## src/rtl/instr_fetch.sv

```systemverilog
// Instruction fetch stage: PC register, asynchronous-read instruction memory
// port and a 2-entry {instr, pc} queue feeding decode.
module instr_fetch #(
  parameter logic [31:0] RESET_PC = 32'h0040_0000,
  parameter int          IM_WORDS = 2048
) (
  input  logic        clk,
  input  logic        rst_n,
  input  logic        redirect_valid,
  input  logic [31:0] redirect_pc,
  input  logic        id_ready,
  output logic [10:0] im_addr,
  input  logic [31:0] im_instr,
  output logic        if_valid,
  output logic [31:0] if_instr,
  output logic [31:0] if_pc,
  output logic [31:0] if_pc4,
  output logic        fetch_fault
);

  // Handshake: the head entry transfers to decode on any rising edge where
  // if_valid && id_ready; if_valid never depends on id_ready, and a redirect
  // in the same cycle discards the head instead of transferring it.

  typedef enum logic {
    RUN   = 1'b0,
    FAULT = 1'b1
  } state_t;

  localparam logic [32:0] IM_BYTES = 33'(IM_WORDS) * 33'd4;

  state_t      state;
  state_t      state_next;
  logic        fetch_en;

  logic [31:0] pc;
  logic [31:0] pc_off;
  logic        out_of_range;
  logic        misaligned;

  logic [31:0] q_instr [2];
  logic [31:0] q_pc    [2];
  logic        rd_ptr;
  logic        wr_ptr;
  logic [1:0]  count;
  logic        pop;
  logic        push;

  // Offset from the window base; anything below the base wraps to a huge
  // unsigned value and therefore also counts as out of range.
  assign pc_off       = pc - RESET_PC;
  assign out_of_range = {1'b0, pc_off} >= IM_BYTES;
  assign misaligned   = redirect_pc[1:0] != 2'b00;
  assign im_addr      = pc_off[12:2];

  assign if_valid = count != 2'd0;
  assign if_instr = if_valid ? q_instr[rd_ptr]         : 32'd0;
  assign if_pc    = if_valid ? q_pc[rd_ptr]            : 32'd0;
  assign if_pc4   = if_valid ? q_pc[rd_ptr] + 32'd4    : 32'd0;

  assign pop  = if_valid && id_ready;
  assign push = fetch_en && !redirect_valid && !out_of_range &&
                ((count != 2'd2) || pop);

  // FSM state register
  always_ff @(posedge clk) begin
    if (!rst_n) begin
      state <= RUN;
    end else begin
      state <= state_next;
    end
  end

  // FSM next-state logic
  always_comb begin
    state_next = state;
    if (redirect_valid) begin
      state_next = misaligned ? FAULT : RUN;
    end else if (state == RUN && out_of_range) begin
      state_next = FAULT;
    end
  end

  // FSM outputs
  always_comb begin
    fetch_en    = 1'b0;
    fetch_fault = 1'b0;
    case (state)
      RUN:     fetch_en    = 1'b1;
      FAULT:   fetch_fault = 1'b1;
      default: fetch_fault = 1'b0;
    endcase
  end

  // PC, pointers and occupancy
  always_ff @(posedge clk) begin
    if (!rst_n) begin
      pc     <= RESET_PC;
      count  <= 2'd0;
      rd_ptr <= 1'b0;
      wr_ptr <= 1'b0;
    end else if (redirect_valid) begin
      pc     <= redirect_pc;
      count  <= 2'd0;
      rd_ptr <= 1'b0;
      wr_ptr <= 1'b0;
    end else begin
      if (push) begin
        pc     <= pc + 32'd4;
        wr_ptr <= ~wr_ptr;
      end
      if (pop) begin
        rd_ptr <= ~rd_ptr;
      end
      count <= count + {1'b0, push} - {1'b0, pop};
    end
  end

  // Queue storage needs no reset: count gates every read.
  always_ff @(posedge clk) begin
    if (rst_n && push) begin
      q_instr[wr_ptr] <= im_instr;
      q_pc[wr_ptr]    <= pc;
    end
  end

endmodule

```

## config.mk

```make
export PLATFORM = sky130hd
export DESIGN_NAME = instr_fetch
export DESIGN_NICKNAME = d
export VERILOG_FILES = /design/src/rtl/instr_fetch.sv
export SDC_FILE = /design/constraint.sdc
export NUM_CORES = 1
export LEC_CHECK = 0
export ABC_AREA = 0
export CAP_MARGIN = 20
export CORE_MARGIN = 10
export CORE_UTILIZATION = 30
export DETAILED_ROUTE_END_ITERATION = 16
export PLACE_DENSITY = 0.59
export SKIP_CTS_REPAIR_TIMING = 1
export SYNTH_ARGS = -nofsm -noshare
export SYNTH_HDL_FRONTEND = slang
export SYNTH_SLANG_ARGS = --single-unit
```

## constraint.sdc

```tcl
create_clock -name clk -period 9.41 [get_ports clk]
set_input_delay 1.4115 -clock clk [delete_from_list [all_inputs] [get_ports clk]]
set_output_delay 1.4115 -clock clk [all_outputs]
set_load 0.05 [all_outputs]
```

Yosys cells after proc, flatten, opt, wreduce, memory -nomap -nowiden
Memories as Yosys holds them, arrays and structs flattened. A register that Yosys moved wholly into a read port is not among the register bits.
Index checks and enable logic that the tools add are counted.
{"block": "word_totals", "reg_bits": 37, "latch_bits": 0, "mem_bits_rw": 128, "rom_bits": 0, "output_inout_bits": 109, "wordCells": 48, "mem_count": 2}
{"block": "op_classes", "n_addsub": 5, "multipliers": 0, "div_mod_pow": 0, "n_lt_le_gt_ge": 1, "eq_ne": 1, "n_shift": 0, "n_mux": 16, "bitwise_logic": 4, "reduce_logical": 14}
{"name": "q_instr", "depth": 2, "word_bits": 32, "read_ports": 1, "rd_clocked_by_memory_dff": 1, "wr": 1, "line_no": "41", "source": "logic [31:0] q_instr [2];"}
{"name": "q_pc", "depth": 2, "word_bits": 32, "read_ports": 1, "rd_clocked_by_memory_dff": 1, "wr": 1, "line_no": "42", "source": "logic [31:0] q_pc [2];"}
{"op": "$mux 32", "count": 5}
{"op": "$add 32x3->32 const B", "count": 2}
{"op": "$ge 32x14->1 const B", "count": 1}
{"op": "$sub 32x23->32 const B", "count": 1}
{"op": "$mux 1", "count": 11}
{"op": "$reduce_bool 2->1", "count": 4}
{"op": "$logic_and 1x1->1", "count": 6}
{"op": "$not 1->1", "count": 4}
{"op": "$add 2x1->2", "count": 1}
{"op": "$logic_not 1->1", "count": 2}
{"op": "$ne 2x2->1 const B", "count": 1}
{"op": "$reduce_or 2->1", "count": 1}
{"op": "$sub 2x1->2", "count": 1}
{"op": "$logic_or 1x1->1", "count": 1}

Depth between registers and ports, before layout
Gate-level depths: netlist (run 1).
{"block": "depth", "word_depth": 8, "mapped_depth": 11, "mapped_depth_nobuf": 9}

Worst setup path after synthesis (run 1)
Ideal clock, no wire load.
{"block": "synth_path", "path_kind": "input to register", "start": "input port redirect_valid", "end": "memory q_instr[0][0], enable pin", "arrival_ns": 6.586, "required_ns": 8.845, "setup_slack_ns": 2.259, "stages": 5, "n_path_buf": 1, "path_cell_list": "buf_2 > nor4_1 > and3_1 > nand2_1 > nor3_1"}
{"block": "synth_via", "elab_chain_len": 7}
{"element": "from (decl)", "line_no": "9", "source": "input logic redirect_valid,"}
{"element": "$logic_not 1->1", "line_no": "62", "source": "assign push = fetch_en && !redirect_valid && !out_of_range &&"}
{"element": "$logic_and 1x1->1 (3 in a row)", "line_no": "62"}
{"element": "$logic_and 1x1->1", "line_no": "121", "source": "if (rst_n && push) begin"}
{"element": "$mux 1", "line_no": "121"}
{"element": "$mux 1 (not written as such)", "line_no": "122", "source": "q_instr[wr_ptr] <= im_instr;"}
{"element": "to (decl)", "line_no": "41"}
No other way between the ends.

==> run_results.csv, run 1 <==
group,metric,value,unit
detailed_routing,drt_iter0_drc,414,
detailed_routing,ant_nets,0,
clock_network,cts_root_buf,"clkbuf_16",
floorplan,dieHeight,179,um
critical_path,end_kind,"output port",
yosys,yosys.area.top_type_share,50.8,%
clock_network,clock-sinks,166,
yosys,synth_most_common_cell,"edfxtp_1",
yosys,ys_warn_count,0,
critical_path,crit_required,8.00,ns
detailed_routing,wl,20100,um
yosys,yosysTopAreaCell,"edfxtp_1",
grt,gr-usage-met1,16.3,%
grt,grt_pass1_wl,30300,um
yosys,syn-mean-instance-area,12.3,um^2
placement,io_buffers,176,
yosys,synth_ff_type,"edfxtp_1",
sta,setup_viol_count_final,0,
yosys,netlist_area,7570,um^2
floorplan,dieArea,32000,um^2
yosys,ys_top_cells_by_count,"128 x edfxtp_1, 95 x nor2_1, 67 x mux2i_1",
yosys,syn-num-nets,686,
clock_network,clk_pin_slew,0.06,ns
detailed_routing,wl_per_cell,18.0,um
clock_network,cts.path.max_buffers,2,
placement,dp_hpwl,14600,um
clock_network,cts_tree,"yes",
critical_path,worstPathCellList,"nand4_1 > a22oi_2 > nand4_2 > o31a_1 > nor3_1 > clkdlybuf4s50_1",
critical_path,crit_arrival,4.10,ns
critical_path,crit_fanout,72,
grt,grt-ovfl-total,0,
grt,grt_most_used_layer,"met2",
clock_network,clk_latency,0.41,ns
detailed_routing,route.detailed.drc,0,
yosys,yosysSeqAreaShare,60.8,%
outcome,status,"finished clean",
critical_path,crit_slowest_cell,"dfxtp_4",
yosys,synth_seq_cells,166,
detailed_routing,drtPass1Iterations,5,
critical_path,crit_buf_inv,1,
power_and_ir_drop,power_density,162,nW/um^2
grt,grt.met3_usage,3.35,%
clock_network,htree_levels,4,
sta,maxSlewViolCount,0,
critical_path,critPathMaxStageDelay,1.00,ns
detailed_routing,via_count,5231,
finish,layout.nets,845,
sta,clock.fmax,181,MHz
finish,antenna_cells,0,
power_and_ir_drop,p_leak,3.32,nW
grt,grt_pass1_vias,5131,
yosys,syn_inst,614,
floorplan,core,25000,um^2
floorplan,fp-row-count,58,
yosys,ys_types,55,
grt,antenna_found_initial,0,
sta,rsz0062_at_grt,"no",
sta,slew_headroom,33.3,%
yosys,synth_edf_count,128,
sta,hold_viol,0,
finish,fillCellCount,2400,
finish,drive_above_1_share,7.38,%
critical_path,critPathTopFamily,"flip-flops",
sta,worst_pin_slew,1.00,ns
detailed_routing,viasPerCell,4.69,
grt,met2_usage,19.4,%
sta,period_share,58.6,%
finish,area_delta_synth_final,34.9,%
yosys,synth_async_sr_flop_share,0,%
critical_path,critPathLaunchType,"register",
placement,gp_routability_congestion,0.771,
floorplan,die_width,179,um
sta,min_period,5.51,ns
clock_network,numCtsBuffers,17,
grt,grt_max_degree,87,
flow_run,maxCapViolCount,0,
floorplan,start_util,30.2,%
grt,grt_use_total,12.4,%
floorplan,ioPinCount,177,
worst_hold_path,hp-class,"register to register",
power_and_ir_drop,ir_drop,0.0784,mV
sta,finClkSkew,0.0131,ns
sta,setup_tns,0,ns
critical_path,path_class,"register to output port",
power_and_ir_drop,p_total,1.65,mW
yosys,synth.area.top_cells,"edfxtp_1 51%, dfxtp_1 10%, mux2i_1 8.9%",
## final cells by class
type	count	area [um^2]	share of cell area, %
flip-flops and latches	166	4610	45.2
repair buffers	184	1820	17.9
clock buffers	24	547	5.36
well taps	330	413	4.05
clock inverters	8	103	1.01
inverters	9	33.8	0.331
multi-input cells	395	2680	26.3
## metrics by stage
stage	hold slack (ns)	setup WS [ns]	cell area, um^2	std cells	utilization, %
4_1_cts	0.464	3.85	10200	1114	40.7
3_3_place_gp	0.439	4.32	9540	1082	38.1
3_5_place_dp	0.448	4.30	9540	1082	38.1
5_1_grt	0.479	3.59	10200	1116	40.8
6_report	0.459	3.90	10200	1116	40.8
2_1_floorplan	0.425	2.26	7570	614	-
## worst paths after layout
path	end	depth (start not counted)	start	slack (ns)
max	if_pc4[26]	6	register	3.90
min	q_pc[0][1]	0	pc[1]	0.46
min reg2reg	q_pc[0][1]	0	pc[1]	0.46
max reg2reg	q_instr[1][23]	5	pc[25]	5.89
## where the power goes
part / switching (mW) / internal [mW] / total (mW)
clock network: 0.280 / 0.464 / 0.744
logic: 0.0481 / 0.0455 / 0.0937
registers: 0.0149 / 0.798 / 0.813
total: 0.343 / 1.31 / 1.65
## cells in the final DEF (no fill, tap or decap), types with 15 or more instances in the layout
cell type,Yosys,routed
clkdlybuf4s50_1,0,176
edfxtp_1,128,128
nor2_1,95,94
mux2i_1,67,67
dfxtp_1,38,37
nand2_1,29,29
clkbuf_16,0,21
o21ai_0,19,19
nand3_1,17,17
nor3_1,17,16
xnor2_1,15,15
## per-layer routing
metal	share of wire, %	vias to the layer above	wire [um]
met4	1.4	0	289
met3	5.4	10	1090
met5	0	-	0
met1	46	2488	9320
met2	47	138	9440
li1	-	2595	-
## cell families after synthesis
logic type / Yosys count / share of synthesized area [%]
xor+xnor: 21 / 2.43
compound gates: 82 / 7.71
mux: 71 / 9.49
simple gates: 217 / 14.9
flops: 166 / 60.8
fa+ha+maj: 4 / 0.661
buf+inv: 53 / 3.94
## sequential cells by signal, indices dropped and copies added, names as in the netlist, named ones only
name     count
q_pc        64
count        2
q_instr     64
wr_ptr       1
rd_ptr       1
pc          32
state        1
No activity file was read; power rests on OpenSTA's default activity.
==> run 2, diff against run 1 <==
Clock period 9.41 ns to 5.4 ns, I/O delays scaled along.
==> run 2 against run 1 <==
  * Clock-buffer cell count down 4
  * Global-route usage about the same
  * Routed wire length up 0.30%
  * Worst hold slack better by 0.0063 ns
  * Critical path depth up 1
  * Total power up 69%
  * Register-to-register slack worse by 3.3 ns
  * Final cell count up 0.18%
  * Critical endpoint unchanged
  * Largest cell class unchanged
  * Largest power group unchanged
  * Highest routed layer unchanged
==> run_results.csv, run 2 (synthesized netlist as in run 1, its figures left out) <==
group,metric,value,unit
clock_network,clk_latency,0.42,ns
sta,worst_slack,0.860,ns
power_and_ir_drop,p_leak,3.30,nW
sta,clock.fmax,220,MHz
placement,dp_hpwl,14900,um
finish,layout_commonest_cell,"clkdlybuf4s50_1",
grt,grt_pass1_wl,30400,um
clock_network,cts_tree,"yes",
power_and_ir_drop,power_density,273,nW/um^2
power_and_ir_drop,p_switching,628,uW
clock_network,clk_pin_slew,0.07,ns
finish,top_regs,"q_instr (64), q_pc (64), pc (32)",
finish,fillCellCount,2378,
finish,layout.nets,846,
sta,maxSlewViolCount,0,
clock_network,cts_root_buf,"clkbuf_16",
worst_hold_path,hp-class,"register to register",
floorplan,core,25000,um^2
finish,final_core_util,40.7,%
grt,grt_use_total,12.4,%
critical_path,critPathTopFamily,"buffers and inverters",
clock_network,htree_levels,4,
grt,grt.met3_usage,3.71,%
detailed_routing,wl_per_cell,18.1,um
placement,io_buffers,176,
power_and_ir_drop,ir_drop,0.169,mV
placement,pre_cts_slack,1.26,ns
power_and_ir_drop,p_seq_share,50.8,%
finish,area_delta_synth_final,34.6,%
detailed_routing,wl,20200,um
finish,drive_above_1_share,7.75,%
grt,gr-usage-met1,15.8,%
sta,finClkSkew,0.00746,ns
detailed_routing,drt_iter0_drc,396,
grt,grt_max_degree,65,
critical_path,crit_slowest_cell,"clkdlybuf4s50_1",
floorplan,ioPinCount,177,
sta,setup_viol_count_final,0,
critical_path,crit_fanout,34,
critical_path,critPathMaxStageDelay,0.84,ns
grt,grt-ovfl-total,0,
flow_run,maxCapViolCount,0,
floorplan,dieHeight,179,um
critical_path,worstPathCellList,"buf_4 > nand4b_4 > a211oi_4 > nand4_2 > o31a_1 > nor3_1 > clkdlybuf4s50_1",
floorplan,dieArea,32000,um^2
floorplan,fp-row-count,58,
detailed_routing,viasPerCell,4.74,
power_and_ir_drop,combPwrFrac,5.9,%
clock_network,clock-sinks,166,
power_and_ir_drop,p_clk_share,43.2,%
grt,grt_most_used_layer,"met2",
power_and_ir_drop,p_total,2.78,mW
sta,min_period,4.54,ns
power_and_ir_drop,switching_share,22.5,%
sta,period_share,84.1,%
detailed_routing,drtPass1Iterations,6,
sta,rsz0062_at_grt,"no",
detailed_routing,ant_nets,0,
power_and_ir_drop,p_int,2.16,mW
sta,worst_pin_slew,0.915,ns
detailed_routing,route.detailed.drc,0,
finish,fin_area,10200,um^2
finish,mostFrequentLayoutCells,"176 x clkdlybuf4s50_1, 128 x edfxtp_1, 94 x nor2_1",
grt,grt_pass1_vias,5210,
critical_path,crit_required,4.59,ns
grt,antenna_found_initial,1,
outcome,status,"finished clean",
grt,met2_usage,19.4,%
sta,hold_viol,0,
critical_path,crit_buf_inv,2,
detailed_routing,via_count,5303,
sta,slew_headroom,39.0,%
floorplan,die_width,179,um
critical_path,crit_arrival,3.73,ns
critical_path,path_class,"register to output port",
placement,place_area,9570,um^2
critical_path,end_kind,"output port",
clock_network,cts.path.max_buffers,2,
critical_path,critPathLaunchType,"register",
floorplan,start_util,30.2,%
clock_network,numCtsBuffers,17,
placement,gp_routability_congestion,0.734,
sta,setup_tns,0,ns
-- run 2: cell types whose count changed in the layout (fill, tap and decap cells not counted), sizes merged --
cell and change:
clkbuf -4, diode +1, inv +5, clkinvlp +1
buf +1, bufinv -2
-- run 2: through the flow --
step                      hold slack (ns)  std cells
after global placement              0.444       1083
after global routing                0.489       1117
after detailed placement            0.450       1083
after CTS                           0.467       1115
final                               0.465       1118
after floorplan                     0.425        614
-- run 2: metal layers --
layer  share of wire, %  vias up
li1                   -     2593
met1                 45     2529
met2                 46      158
met3                6.8       23
met4                2.1        0
met5                  0        -
-- run 2: path summary, 6_finish.rpt --
kind | start | to | slack (ns) | depth (start not counted)
hold reg to reg | pc[1] | q_pc[1][1] | 0.47 | 0
setup reg to reg | pc[25] | q_instr[0][30] | 2.62 | 5
hold / removal | pc[1] | q_pc[1][1] | 0.47 | 0
setup / recovery | register | if_pc4[26] | 0.86 | 7
-- run 2: worst register-to-register path, stage by stage, from the launching register on --
cell,delay (ns)
dfxtp_1,0.34
nor4_1,0.53
and4b_1,0.36
nand2_1,0.23
nor3_4,0.17
buf_4,0.73
-- run 2: final cells by class --
type                       instances  area, um^2  share of cell area, %
timing repair buffer             185        1840                   18.1
sequential                       166        4610                   45.2
clock buffer                      20         500                   4.91
inverter                           9        33.8                  0.332
antenna                            1        2.50                 0.0246
clock inverter                    12         103                   1.01
multi-input combinational        395        2690                   26.4
tap                              330         413                   4.05
-- run 2: power by group through the flow --
stage                     clock network, mW  logic (mW)  registers [mW]
after floorplan                           0      0.0846            1.44
after global placement                    0       0.163            1.44
after detailed placement                  0       0.165            1.44
after CTS                              1.23       0.166            1.42
after global routing                   1.29       0.178            1.42
final                                  1.20       0.165            1.42
